[src/rtl/gaussian_pkg.sv]
// Shared types and arithmetic for the 3x3 Gaussian blur stage.
// - PIX_W           : pixel width (signed two's complement, integer)
// - KERNEL_SHIFT    : normalisation shift (kernel sum = 16)
// - ACC_EXTRA       : accumulator growth bits beyond PIX_W
// - gauss3x3()      : weighted 3x3 sum, floor-divided by 16, truncated to PIX_W
package gaussian_pkg;

  localparam int unsigned PIX_W        = 16;
  localparam int unsigned KERNEL_SHIFT = 4;
  localparam int unsigned ACC_EXTRA    = 4;
  localparam int unsigned ACC_W        = PIX_W + ACC_EXTRA;

  typedef logic [PIX_W-1:0]             pixel_t;
  // Indexed [row][col]; row 0 is the oldest line, col 2 the newest column.
  typedef logic [2:0][2:0][PIX_W-1:0]   window_t;
  typedef logic signed [ACC_W-1:0]      acc_t;

  // Kernel [1 2 1; 2 4 2; 1 2 1] stored as log2 of each weight so taps are pure shifts.
  localparam int unsigned KERNEL_WEIGHT_LOG2 [3][3] = '{'{0, 1, 0}, '{1, 2, 1}, '{0, 1, 0}};

  function automatic pixel_t gauss3x3(input window_t win);
    acc_t acc;
    acc_t tap;
    acc = '0;
    for (int r = 0; r < 3; r++) begin
      for (int c = 0; c < 3; c++) begin
        tap = {{ACC_EXTRA{win[r][c][PIX_W-1]}}, win[r][c]};
        acc = acc + (tap <<< KERNEL_WEIGHT_LOG2[r][c]);
      end
    end
    // Arithmetic shift then truncation == taking the bit field above the fraction.
    return acc[KERNEL_SHIFT +: PIX_W];
  endfunction

endpackage

[src/rtl/gaussian_filter_3x3_if.sv]
// Pixel stream bundle for the Gaussian stage: input stream (pixel_in/in_valid/in_ready) and
// output stream (pixel_out/out_valid/out_ready/out_last).
// - master : the environment side (drives pixel_in, in_valid, out_ready)
// - slave  : the filter side (drives in_ready, pixel_out, out_valid, out_last)
interface gaussian_filter_3x3_if #(
  parameter int unsigned PIXEL_BIT_WIDTH = 16
);
  logic [PIXEL_BIT_WIDTH-1:0] pixel_in;
  logic                       in_valid;
  logic                       in_ready;
  logic [PIXEL_BIT_WIDTH-1:0] pixel_out;
  logic                       out_valid;
  logic                       out_ready;
  logic                       out_last;

  modport master (
    output pixel_in, in_valid, out_ready,
    input  in_ready, pixel_out, out_valid, out_last
  );

  modport slave (
    input  pixel_in, in_valid, out_ready,
    output in_ready, pixel_out, out_valid, out_last
  );
endinterface

[src/rtl/gaussian_filter_3x3_line_buffer.sv]
// One line of pixel storage, 1 read / 1 write port sharing one address.
// - clk   : clock
// - we    : write enable
// - addr  : shared read/write index (driven from the registered column counter)
// - wdata : data written at addr on the clock edge
// - rdata : current content at addr (old value when reading and writing the same address)
module gaussian_filter_3x3_line_buffer #(
  parameter int unsigned Width = 16,
  parameter int unsigned Depth = 48,
  localparam int unsigned AddrW = $clog2(Depth)
) (
  input  logic             clk,
  input  logic             we,
  input  logic [AddrW-1:0] addr,
  input  logic [Width-1:0] wdata,
  output logic [Width-1:0] rdata
);

  logic [Width-1:0] mem_q [Depth];

  assign rdata = mem_q[addr];

  always_ff @(posedge clk) begin
    if (we) begin
      mem_q[addr] <= wdata;
    end
  end

endmodule

[src/rtl/gaussian_filter_3x3.sv]
// Streaming 3x3 Gaussian blur, "valid"-mode convolution of a ROWS x COLS raster.
// Emits (ROWS-2) x (COLS-2) pixels in raster order, 1 cycle after the completing input.
// - clk    : clock
// - reset  : synchronous, active-high
// - stream : slave side of the pixel stream bundle (input and output valid/ready streams)
module gaussian_filter_3x3
  import gaussian_pkg::*;
#(
  parameter int unsigned PIXEL_BIT_WIDTH = PIX_W,
  parameter int unsigned ROWS            = 48,
  parameter int unsigned COLS            = 48
) (
  input  logic                 clk,
  input  logic                 reset,
  gaussian_filter_3x3_if.slave stream
);

  localparam int unsigned COL_W = $clog2(COLS);
  localparam int unsigned ROW_W = $clog2(ROWS);
  localparam logic [COL_W-1:0] COL_LAST = COL_W'(COLS - 1);
  localparam logic [ROW_W-1:0] ROW_LAST = ROW_W'(ROWS - 1);

  logic [COL_W-1:0]           col_q;
  logic [ROW_W-1:0]           row_q;
  window_t                    win_q, win_d;
  logic [PIXEL_BIT_WIDTH-1:0] lb0_rdata, lb1_rdata;
  logic [PIXEL_BIT_WIDTH-1:0] pixel_out_q;
  logic                       out_valid_q, out_last_q;
  logic                       in_ready, in_accept, new_result, frame_end;

  // Single output register: free when empty or draining this cycle.
  assign in_ready   = ~out_valid_q | stream.out_ready;
  assign in_accept  = stream.in_valid & in_ready;
  // Row/col >= 2 also keeps stale line-buffer data and previous-frame lines out of any window.
  assign new_result = in_accept && (row_q >= ROW_W'(2)) && (col_q >= COL_W'(2));
  assign frame_end  = (row_q == ROW_LAST) && (col_q == COL_LAST);

  assign stream.in_ready  = in_ready;
  assign stream.pixel_out = pixel_out_q;
  assign stream.out_valid = out_valid_q;
  assign stream.out_last  = out_last_q;

  // lb0 holds row-2, lb1 holds row-1; on accept lb1 ages into lb0 and the new pixel enters lb1.
  gaussian_filter_3x3_line_buffer #(
    .Width(PIXEL_BIT_WIDTH),
    .Depth(COLS)
  ) u_lb0 (
    .clk  (clk),
    .we   (in_accept),
    .addr (col_q),
    .wdata(lb1_rdata),
    .rdata(lb0_rdata)
  );

  gaussian_filter_3x3_line_buffer #(
    .Width(PIXEL_BIT_WIDTH),
    .Depth(COLS)
  ) u_lb1 (
    .clk  (clk),
    .we   (in_accept),
    .addr (col_q),
    .wdata(stream.pixel_in),
    .rdata(lb1_rdata)
  );

  // Window shifted left with the new column appended; the result is computed from this so the
  // output lands one cycle after the completing accept.
  always_comb begin
    win_d = win_q;
    for (int r = 0; r < 3; r++) begin
      win_d[r][0] = win_q[r][1];
      win_d[r][1] = win_q[r][2];
    end
    win_d[0][2] = lb0_rdata;
    win_d[1][2] = lb1_rdata;
    win_d[2][2] = stream.pixel_in;
  end

  always_ff @(posedge clk) begin
    if (in_accept) begin
      win_q <= win_d;
    end
  end

  always_ff @(posedge clk) begin
    if (reset) begin
      col_q       <= '0;
      row_q       <= '0;
      out_valid_q <= 1'b0;
      out_last_q  <= 1'b0;
      pixel_out_q <= '0;
    end else begin
      if (in_accept) begin
        if (col_q == COL_LAST) begin
          col_q <= '0;
          row_q <= (row_q == ROW_LAST) ? '0 : row_q + 1'b1;
        end else begin
          col_q <= col_q + 1'b1;
        end
      end

      if (new_result) begin
        out_valid_q <= 1'b1;
        out_last_q  <= frame_end;
        pixel_out_q <= gauss3x3(win_d);
      end else if (out_valid_q && stream.out_ready) begin
        out_valid_q <= 1'b0;
        out_last_q  <= 1'b0;
      end
    end
  end

endmodule

[src/flat_wrapper.sv]
// flat-port wrapper written by rule: the top's interface ports become plain ports
module gaussian_filter_3x3_flat import gaussian_pkg::*;
#(
  parameter int unsigned PIXEL_BIT_WIDTH = PIX_W,
  parameter int unsigned ROWS            = 48,
  parameter int unsigned COLS            = 48
)
  (clk, reset, stream_pixel_in, stream_in_valid, stream_out_ready, stream_in_ready, stream_pixel_out, stream_out_valid, stream_out_last);
  gaussian_filter_3x3_if #(.PIXEL_BIT_WIDTH(PIXEL_BIT_WIDTH)) stream_i ();
  input  logic clk;
  input  logic reset;
  input wire logic [$bits(stream_i.pixel_in)-1:0] stream_pixel_in;
  input wire logic [$bits(stream_i.in_valid)-1:0] stream_in_valid;
  input wire logic [$bits(stream_i.out_ready)-1:0] stream_out_ready;
  output wire logic [$bits(stream_i.in_ready)-1:0] stream_in_ready;
  output wire logic [$bits(stream_i.pixel_out)-1:0] stream_pixel_out;
  output wire logic [$bits(stream_i.out_valid)-1:0] stream_out_valid;
  output wire logic [$bits(stream_i.out_last)-1:0] stream_out_last;
  assign stream_i.pixel_in = stream_pixel_in;
  assign stream_i.in_valid = stream_in_valid;
  assign stream_i.out_ready = stream_out_ready;
  assign stream_in_ready = stream_i.in_ready;
  assign stream_pixel_out = stream_i.pixel_out;
  assign stream_out_valid = stream_i.out_valid;
  assign stream_out_last = stream_i.out_last;
  gaussian_filter_3x3 #(.PIXEL_BIT_WIDTH(PIXEL_BIT_WIDTH), .ROWS(ROWS), .COLS(COLS)) u_core (.clk(clk), .reset(reset), .stream(stream_i));
endmodule
[config.mk]
export PLATFORM = sky130hd
export DESIGN_NAME = gaussian_filter_3x3_flat
export DESIGN_NICKNAME = d
export VERILOG_FILES = /design/src/rtl/gaussian_pkg.sv /design/src/rtl/gaussian_filter_3x3_if.sv /design/src/rtl/gaussian_filter_3x3_line_buffer.sv /design/src/rtl/gaussian_filter_3x3.sv /design/src/flat_wrapper.sv
export SDC_FILE = /design/constraint.sdc
export NUM_CORES = 2
export LEC_CHECK = 0
export BUFFER_PORTS_ARGS = -buffer_cell sky130_fd_sc_hd__buf_2
export CORE_ASPECT_RATIO = 0.7
export CORE_UTILIZATION = 53
export DETAILED_ROUTE_END_ITERATION = 6
export GPL_ROUTABILITY_DRIVEN = 0
export GPL_TIMING_DRIVEN = 0
export PLACE_DENSITY = 0.66
export SLEW_MARGIN = 20
export SYNTH_ARGS = -nofsm -noshare
export SYNTH_HDL_FRONTEND = slang
export SYNTH_SLANG_ARGS = --single-unit
export TNS_END_PERCENT = 1
[constraint.sdc]
create_clock -name clk -period 10.6 [get_ports clk]
set_input_delay 2.12 -clock clk [delete_from_list [all_inputs] [get_ports clk]]
set_output_delay 2.12 -clock clk [all_outputs]
set_load 0.005 [all_outputs]
==> out/metrics.yaml <==
place.port_buffers: 38
setup-violations-final: 0
drcViolationCount: 0
ir_drop_v: 0.000646
htreeDepth: 4
synthArstFlopShare: 0
path_class: "flip-flop to flip-flop"
fin_crit_ns: 10.30
syn_nets: 3319
setup_slack_ns: 0.303
synth.top_cell.area_share: 0.736
tns_ns: 0
critPathSlowestCell: "clkbuf_1"
post-route-util: 0.607
dieArea_sq_mm: 0.127
synthAdderAreaFrac: 0.0383
synth_commonest_cells: "1,632 x edfxtp_1, 416 x mux4_2, 128 x a22oi_1, 128 x inv_1, 103 x fa_1"
worst_setup_path_end_kind: "flip-flop"
required_ns: 11.33
syn_to_final_growth_pct: 13.3
synth-compound-area-share: 0.0324
worstMarginPinSlew_ns: 1.17
cts-root-buf: "clkbuf_16"
power_density_mw_per_mm2: 244
yosysSeqAreaShare: 0.747
p_leak_nw: 23.8
synth_edf_count: 1632
core-area_sq_mm: 0.124
clk_latency_ns: 0.80
min_path_type: "flip-flop to flip-flop"
grt-ovfl-total: 0
via_per_inst: 6.42
max_stage_delay_ns: 0.83
first_iter_violations: 4621
grt_pass1_vias: 33300
cp-start-kind: "flip-flop"
cp_max_fo: 10
regToRegEndpoint: "u_core.stream.pixel_out[13]"
dr.pass1.iters: 7
dp_slack_ns: 0.510
ys_ff_latch: 1668
antenna_found_initial: 4
synth.most_common_cell: "edfxtp_1"
synth_ff_type: "edfxtp_1"
path_clk_slew_ns: 0.07
synth_area_per_cell_sq_um: 21.1
cts_tree: "done"
status: "completed"
synth_cells: 3157
cts_resized: 0
ioPinCount: 39
fillers: 8540
hold_viol_final: 0
grt_use_total: 0.261
synthMuxAreaShare: 0.141
via_count: 33300
drv_cap: 0
path_depth: 30
endpoint: "u_core.stream.pixel_out[13]"
syn-cell-area_sq_mm: 0.0666
start_util: 0.536
die_w_um: 426
synth.area.top_cells: "edfxtp_1 74%, mux4_2 14%, fa_1 3.1%"
crit_arrival_ns: 11.02
fp-row-count: 108
wl_per_cell_um: 31.2
clk_path_buf_depth: 3
finalCritPeriodShare: 0.971
synth.distinct_cells: 60
grt_max_degree: 54
wl_um: 162000
path_delay_family: "adder cells"
cts_hold_buffers: 0
die_h_um: 299
detail-route-antenna-nets: 0
slew_headroom: 0.222
crit_buf_inv: 6
timing.fmax_mhz: 97.1
cts_buffers: 149
skew_ns: 0.0272
cts_setup_buffers: 0
cts_sinks: 1668
yosysTopAreaCell: "edfxtp_1"
grt_pass1_wl_um: 235000
layout.nets: 3576
place_hpwl_um: 105000
synth_top_family_by_area: "multiplexers"
slew_violations: 0
synth_xor_area_frac: 0.00342
drive_above_1_share: 0.241
cp_common_cell: "fa_1"
yosys.area_share.simple: 0.0209
r2r_slack_ns: 0.30
ys_warn_count: 0
r2r_cells: 30
## final cells by class
type / count / area (sq um) / area share
repair buffers: 106 / 1760 / 0.0233
diodes: 1 / 2.50 / 0.0000332
well taps: 1650 / 2060 / 0.0274
plain buffers: 153 / 684 / 0.00907
inverters: 128 / 480 / 0.00637
multi-input cells: 1208 / 16100 / 0.213
clock inverters: 71 / 554 / 0.00735
flip-flops and latches: 1668 / 49700 / 0.659
clock buffers: 198 / 4070 / 0.0540
## worst register-to-register path: cells and delay by family (launching register included)
family / cells / cell delay, ns
AO/OA/AOI/OAI: 10 / 2.44
XOR/XNOR: 1 / 0.32
AND/OR/NAND/NOR: 5 / 1.61
buffers and inverters: 6 / 2.43
adder cells (fa/ha/maj): 8 / 3.13
flip-flops: 1 / 0.31
## layer usage
metal | vias up | global-route usage | wire (um) | share of wire
li1 | 13500 | - | - | -
met1 | 17700 | 0.413 | 69900 | 0.43
met2 | 1814 | 0.370 | 71200 | 0.44
met3 | 236 | 0.0567 | 17000 | 0.11
met4 | 0 | 0.0709 | 3650 | 0.023
met5 | - | 0 | 0 | 0
## flip-flops by register name (all words and copies together) (netlist names), named ones only
register,flops
u_core.u_lb1.mem_q,768
u_core.win_d,96
u_core.stream.out_last,1
u_core.row_q,6
u_core.u_lb0.mem_q,768
u_core.stream.out_valid,1
u_core.col_q,6
u_core.stream.pixel_out,16
## stage by stage
| step | hold slack [ns] | total power [mW] | std cells | cell area, sq um |
|---|---|---|---|---|
| 6_report | 0.448 | 18.4 | 5183 | 75400 |
| 2_1_floorplan | 0.426 | 11.6 | 3157 | 66600 |
| 5_1_grt | 0.455 | 19.3 | 5183 | 75400 |
| 3_5_place_dp | 0.433 | 13.2 | 4913 | 70800 |
| 3_3_place_gp | 0.431 | 13.0 | 4845 | 68800 |
| 4_1_cts | 0.448 | 18.4 | 5182 | 75400 |
## power breakdown
group / internal, mW / switching, mW
clock network: 2.88 / 2.36
registers: 7.39 / 0.0286
logic: 2.24 / 3.49
total: 12.5 / 5.87
## cell families (layout without fill, tap and decap cells)
family	Yosys count	in the layout
xor gates and xnor gates	26	26
other	0	1
muxes	418	418
AOI/OAI and AO/OA	325	325
adders and majority gates	142	142
and+or+nand+nor	297	297
buffers and inverters	281	656
DFF	1668	1668
## how the worst min path moves through the flow
stage          slack [ns]           endpoint              start  cells after the start
3_3_place_gp         0.43  u_core.win_d[107]  u_core.win_d[123]                      0
2_1_floorplan        0.43  u_core.win_d[101]  u_core.win_d[117]                      0
4_1_cts              0.45  u_core.win_d[109]  u_core.win_d[125]                      0
3_5_place_dp         0.43  u_core.win_d[109]  u_core.win_d[125]                      0
6_report             0.45  u_core.win_d[109]  u_core.win_d[125]                      0
5_1_grt              0.46  u_core.win_d[109]  u_core.win_d[125]                      0
## layout by cell type, fill, tap and decap left out, types with 6 or more instances in the layout
| cell type | netlist | routed |
|---|---|---|
| ha_1 | 39 | 39 |
| clkbuf_1 | 84 | 119 |
| nor2_1 | 87 | 38 |
| fa_1 | 103 | 103 |
| dfxtp_1 | 36 | 36 |
| edfxtp_1 | 1632 | 1632 |
| nand3_1 | 25 | 25 |
| o21ai_0 | 38 | 35 |
| a211oi_1 | 8 | 8 |
| nand2_1 | 100 | 100 |
| a21o_1 | 6 | 6 |
| clkbuf_16 | 0 | 156 |
| nand4_1 | 9 | 9 |
| clkinv_1 | 0 | 33 |
| a21oi_1 | 90 | 90 |
| xor2_1 | 10 | 10 |
| buf_4 | 3 | 7 |
| inv_6 | 0 | 6 |
| nor2b_1 | 10 | 10 |
| inv_1 | 128 | 114 |
| a22oi_1 | 128 | 128 |
| o21a_1 | 20 | 20 |
| buf_12 | 0 | 42 |
| nor2_4 | 0 | 48 |
| buf_16 | 0 | 26 |
| inv_2 | 0 | 14 |
| bufinv_16 | 0 | 7 |
| xnor2_1 | 16 | 16 |
| mux4_2 | 416 | 416 |
| buf_2 | 44 | 79 |
| nor3_1 | 20 | 20 |
| buf_1 | 19 | 16 |
| clkinv_2 | 0 | 20 |
| nand2b_1 | 8 | 8 |
Power figures use the tool's default switching activity.
